`src/rtl/calc_bitserial_logic_seq.sv`:
```
// Bit-serial sequencer around a 1-bit gate unit.
// Operand bits go out LSB first, one pair per clock. The selected gate
// output is captured each cycle, and the assembled word is returned with
// a one-cycle done pulse.
module calc_bitserial_logic_seq #(
  parameter int WIDTH = 8
) (
  input  logic             clk,
  input  logic             rst_n,
  input  logic             start,
  input  logic [WIDTH-1:0] op_a,
  input  logic [WIDTH-1:0] op_b,
  input  logic [2:0]       sel,
  output logic             gate_in1,
  output logic             gate_in2,
  input  logic [7:0]       gate_y,
  output logic             busy,
  output logic             done,
  output logic [WIDTH-1:0] result
);

  localparam int CW = (WIDTH > 1) ? $clog2(WIDTH) : 1;
  localparam logic [CW-1:0] LAST = CW'(WIDTH - 1);

  typedef enum logic [1:0] {
    S_IDLE  = 2'd0,
    S_SHIFT = 2'd1,
    S_DONE  = 2'd2
  } state_t;

  state_t           r_state;
  state_t           w_state_next;
  logic [WIDTH-1:0] r_a_sh;
  logic [WIDTH-1:0] r_b_sh;
  logic [WIDTH-1:0] r_acc;
  logic [WIDTH-1:0] r_result;
  logic [CW-1:0]    r_cnt;
  logic [2:0]       r_sel;

  logic             w_last;
  logic             w_bit;
  logic [WIDTH-1:0] w_acc_next;

  assign w_last     = (r_cnt == LAST);
  assign w_bit      = gate_y[r_sel];
  assign w_acc_next = {w_bit, r_acc[WIDTH-1:1]};

  assign gate_in1 = (r_state == S_SHIFT) & r_a_sh[0];
  assign gate_in2 = (r_state == S_SHIFT) & r_b_sh[0];
  assign busy     = (r_state != S_IDLE);
  assign done     = (r_state == S_DONE);
  assign result   = r_result;

  // State register.
  always_ff @(posedge clk or negedge rst_n) begin
    if (!rst_n) r_state <= S_IDLE;
    else        r_state <= w_state_next;
  end

  // Next-state: accept in IDLE, WIDTH capture cycles, one DONE cycle.
  always_comb begin
    w_state_next = r_state;
    case (r_state)
      S_IDLE:  if (start)  w_state_next = S_SHIFT;
      S_SHIFT: if (w_last) w_state_next = S_DONE;
      S_DONE:  w_state_next = S_IDLE;
      default: w_state_next = S_IDLE;
    endcase
  end

  // Datapath: operand latch, shift/capture, result update.
  // result takes the final accumulator value on the edge that enters DONE,
  // so it is already valid while done is high.
  always_ff @(posedge clk or negedge rst_n) begin
    if (!rst_n) begin
      r_a_sh   <= '0;
      r_b_sh   <= '0;
      r_acc    <= '0;
      r_result <= '0;
      r_cnt    <= '0;
      r_sel    <= '0;
    end else begin
      case (r_state)
        S_IDLE: begin
          if (start) begin
            r_a_sh <= op_a;
            r_b_sh <= op_b;
            r_sel  <= sel;
            r_cnt  <= '0;
            r_acc  <= '0;
          end
        end
        S_SHIFT: begin
          r_acc  <= w_acc_next;
          r_a_sh <= {1'b0, r_a_sh[WIDTH-1:1]};
          r_b_sh <= {1'b0, r_b_sh[WIDTH-1:1]};
          if (w_last) r_result <= w_acc_next;
          else        r_cnt    <= r_cnt + CW'(1);
        end
        default: ;
      endcase
    end
  end

endmodule

```
`config.mk`:
```
export PLATFORM = sky130hd
export DESIGN_NAME = calc_bitserial_logic_seq
export DESIGN_NICKNAME = d
export VERILOG_FILES = /design/src/rtl/calc_bitserial_logic_seq.sv
export SDC_FILE = /design/constraint.sdc
export NUM_CORES = 1
export LEC_CHECK = 0
export BUFFER_PORTS_ARGS = -buffer_cell sky130_fd_sc_hd__buf_2
export CORE_MARGIN = 2
export CORE_UTILIZATION = 47
export CTS_CLUSTER_DIAMETER = 120
export DETAILED_ROUTE_END_ITERATION = 7
export PLACE_DENSITY = 0.71
export SYNTH_ARGS = -nofsm -noshare
export SYNTH_HDL_FRONTEND = slang
export SYNTH_SLANG_ARGS = --single-unit
```
`constraint.sdc`:
```
create_clock -name clk -period 1.34 [get_ports clk]
set_input_delay 0.067 -clock clk [delete_from_list [all_inputs] [get_ports clk]]
set_output_delay 0.067 -clock clk [all_outputs]
set_load 0.02 [all_outputs]
```
==> summary.txt <==
Power
  • Reported leakage power: 1.19 nW
  • Final Total Pwr: 5.23 mW
  • Internal power consumption: 3.37 mW
  • Worst vdd ir: 1.14 mV
  • Sequential share of power: 0.376
  • Clock share of power: 0.134
  • Sw Share: 0.356
  • Part of the power in combinational logic: 0.490
  • Total power per unit cell area: 2160 nW/um2
  • Net Switching: 1.86 mW

Global route
  • Global-route congestion overflow total: 0
  • All-Layer GR Usage: 0.193
  • Antenna violations before repair: 0
  • Via count of the first global-routing pass: 1,349
  • Pin count of the biggest net entering global routing: 22
  • Wire length of the first global-routing pass: 6100 um

Clock network
  • Register clock-pin slew on the reported worst setup and hold paths: 0.07 ns
  • H-tree depth: 2
  • Clock root buffer: sky130_fd_sc_hd__clkbuf_8
  • CTS buffer count: 5
  • Clock net sink count: 39
  • Buffer depth of the longest clock path: 2
  • Clock tree from TritonCTS: yes
  • Latest clock arrival within the worst-skew pair: 0.28 ns

Drt
  • Number of search-and-repair iterations in the first detailed-routing pass: 4
  • Remaining antenna violation count after routing: 0
  • DRC violations left: 0
  • Routed wire per std cell: 14.3 um
  • Via count: 1,319
  • Total routed wirelength: 3710 um
  • Number of DRC violations after detailed-routing iteration 0: 68
  • Number of vias per cell: 5.09

Synthesis
  • EDFF count, synth: 0
  • Synthesized instance count: 151
  • Synth area leaders: sky130_fd_sc_hd__dfrtp_1, sky130_fd_sc_hd__mux2i_1, sky130_fd_sc_hd__mux2_2
  • Library cell with the largest summed area after synthesis: sky130_fd_sc_hd__dfrtp_1
  • Number of unique standard cell types used by synthesis: 22
  • Sequential fraction of the synthesis area: 0.559
  • Async set-reset flop share out of synthesis: 1.00
  • Syn_nets: 183
  • Avg Cell Area, Syn: 11.6 um2
  • Dominant register cell in the synthesized netlist: sky130_fd_sc_hd__dfrtp_1
  • Mapped Area: 1750 um2
  • Top cell type's share of synthesized area: 0.559
  • Leading cell types by count after synthesis: sky130_fd_sc_hd__dfrtp_1, sky130_fd_sc_hd__nand2_1, sky130_fd_sc_hd__mux2i_1
  • Yosys reg bits: 39
  • Top-count cell post-synth: sky130_fd_sc_hd__dfrtp_1
  • Synthesis warning total: 0

Timing
  • Clock skew: 0.00569 ns
  • Portion of the clock cycle consumed by the worst path in the final layout: 1.07
  • Max Clk Rate: 697 MHz
  • Normalized max-slew margin: 0.676
  • Unrepaired setup endpoints after global routing: true
  • Worst-margin pin slew: 0.486 ns
  • Setup slack of the critical path after layout: -0.0949 ns
  • Summed negative setup slack over all endpoints: -1.57 ns
  • Number of setup violations in the final report: 32
  • Final worst path period need: 1.43 ns
  • Final number of hold-violating endpoints: 0
  • Number of slew-limit violations in the final report: 0

Finish
  • Nets@finish: 244
  • Area occupied by registers: 980 um2
  • # diodes: 0
  • Combined area of the multi-input logic cells: 808 um2
  • Util after Layout: 0.672
  • Fill cells: 283
  • Relative area change from synthesis to final layout: 38.8%
  • Share of post-route cells with drive strength above 1: 0.460
  • Final standard cell area without fillers: 2420 um2

Setup path
  • Peak per-stage delay on the critical path: 0.41 ns
  • Endpoint of the worst-slack reg-to-reg timing path: r_a_sh[6]
  • CP cell instances: buf_6 > nor3b_4 > buf_6 > clkbuf_16 > mux2i_1 > o21ai_1
  • Endpoint type of the worst setup path: register
  • Data arrival at the endpoint of the critical path: 1.61 ns
  • Count of cells along the worst register-to-register path: 6
  • Reg-to-reg setup timing slack: -0.09 ns
  • CP startpoint kind: register
  • Slowest stage cell on the critical path: sky130_fd_sc_hd__dfrtp_2
  • CP required: 1.51 ns
  • Startpoint of the most critical setup path: r_state[1]
  • Crit-path max FO: 10
  • Top cell by count, worst path: sky130_fd_sc_hd__buf_6
  • Critical path class: register to register
  • Critical R2R Launch: r_state[1]

Die
  • Area of the core region: 3610 um2
  • Ports: 42
  • Die Height: 65.0 um
  • Die area: 4220 um2
  • Die extent in x: 65.0 um
  • Row count: 22
  • Initial Utilization: 0.484

Run status
  • Failing checks: negative setup slack
  • Outcome: finished, violations left

Placed design
  • Hpwl dp: 2290 um
  • Placement Setup Slack: -0.0986 ns
  • Area post-placement: 2090 um2
  • Routability cong.: 0.776
  • Number of port buffers: 41

Min path
  • Launch instance of the worst min-delay path: op_a[7]
  • Min-Delay Endpoint: r_a_sh[7]
  • Hold crit path type: input pin to register
  • Hold Path Cell Cnt: 3

Run
  • Max-Cap Viols: 0
-- layout by cell type, fill, tap and decap left out, drive strengths merged, types with 3 or more instances in the layout --
master,count
o21ai,25
dfrtp,39
dlygate4sd3,3
mux2,11
clkbuf,8
buf,58
nand2,31
mux2i,18
-- power groups by stage --
| stage | Combinational, mW | Sequential, mW | Clock [mW] |
|---|---|---|---|
| after floorplan | 1.34 | 2.02 | 0 |
| after global routing | 2.79 | 2.02 | 0.794 |
| after CTS | 2.38 | 1.96 | 0.728 |
| after global placement | 1.92 | 1.94 | 0 |
| final | 2.56 | 1.97 | 0.703 |
| after detailed placement | 2.01 | 1.96 | 0 |
-- worst max-delay path: cells and delay by family, from the launching register on --
family / cells / cell delay (ns)
buf+inv: 3 / 0.46
flops: 1 / 0.41
mux: 1 / 0.20
simple gates: 1 / 0.18
compound gates: 1 / 0.07
-- cells by family after synthesis --
| logic type | share of synthesized area |
|---|---|
| fa+ha+maj | 0.0143 |
| simple gates | 0.113 |
| compound gates | 0.0817 |
| flops | 0.559 |
| buf+inv | 0.0451 |
| mux | 0.187 |
-- what timing repair did --
action                                  CTS  global route
hold endpoints to repair                 21             1
buffers inserted                          3             3
endpoints found under the setup margin   18            38
pin swaps                                 0             6
resized for setup                        19            28
hold buffers                              2             1
gates cloned                              1             2
-- through the flow --
stage,hold WS (ns),instances
finish,0.0165,259
CTS,0.00201,254
global route,0.0125,259
global placement,0.0497,242
floorplan,-0.229,151
detailed placement,0.0526,242
-- cell type report --
type                            instances  share of cell area
Inverter                                2             0.00310
Multi-Input combinational cell        101               0.334
Clock buffer                            6              0.0299
Tap cell                               48              0.0248
Sequential cell                        39               0.404
Timing Repair Buffer                   63               0.204
-- flip-flops by register name (all words and copies together), names as in the netlist --
register / flops
r_a_sh: 8
r_b_sh: 8
result: 8
r_acc: 7
r_cnt: 3
r_sel: 3
r_state: 2
-- layer usage --
metal / track usage / vias up / part of all wire
li1: - / 637 / -
met1: 0.235 / 643 / 0.46
met2: 0.326 / 33 / 0.49
met3: 0.0538 / 6 / 0.042
met4: 0.0691 / 0 / 0.013
met5: 0 / - / 0
-- worst max-delay path by stage --
stage	endpoint	slack, ns	depth (start not counted)
after floorplan	r_cnt[0]	-0.06	5
after global placement	result[2]	-0.05	4
after detailed placement	result[3]	-0.1	4
after CTS	r_cnt[0]	-0.09	5
after global routing	r_cnt[0]	-0.14	6
final	r_a_sh[6]	-0.09	6
Note: power is estimated with default switching activity, not from simulation.
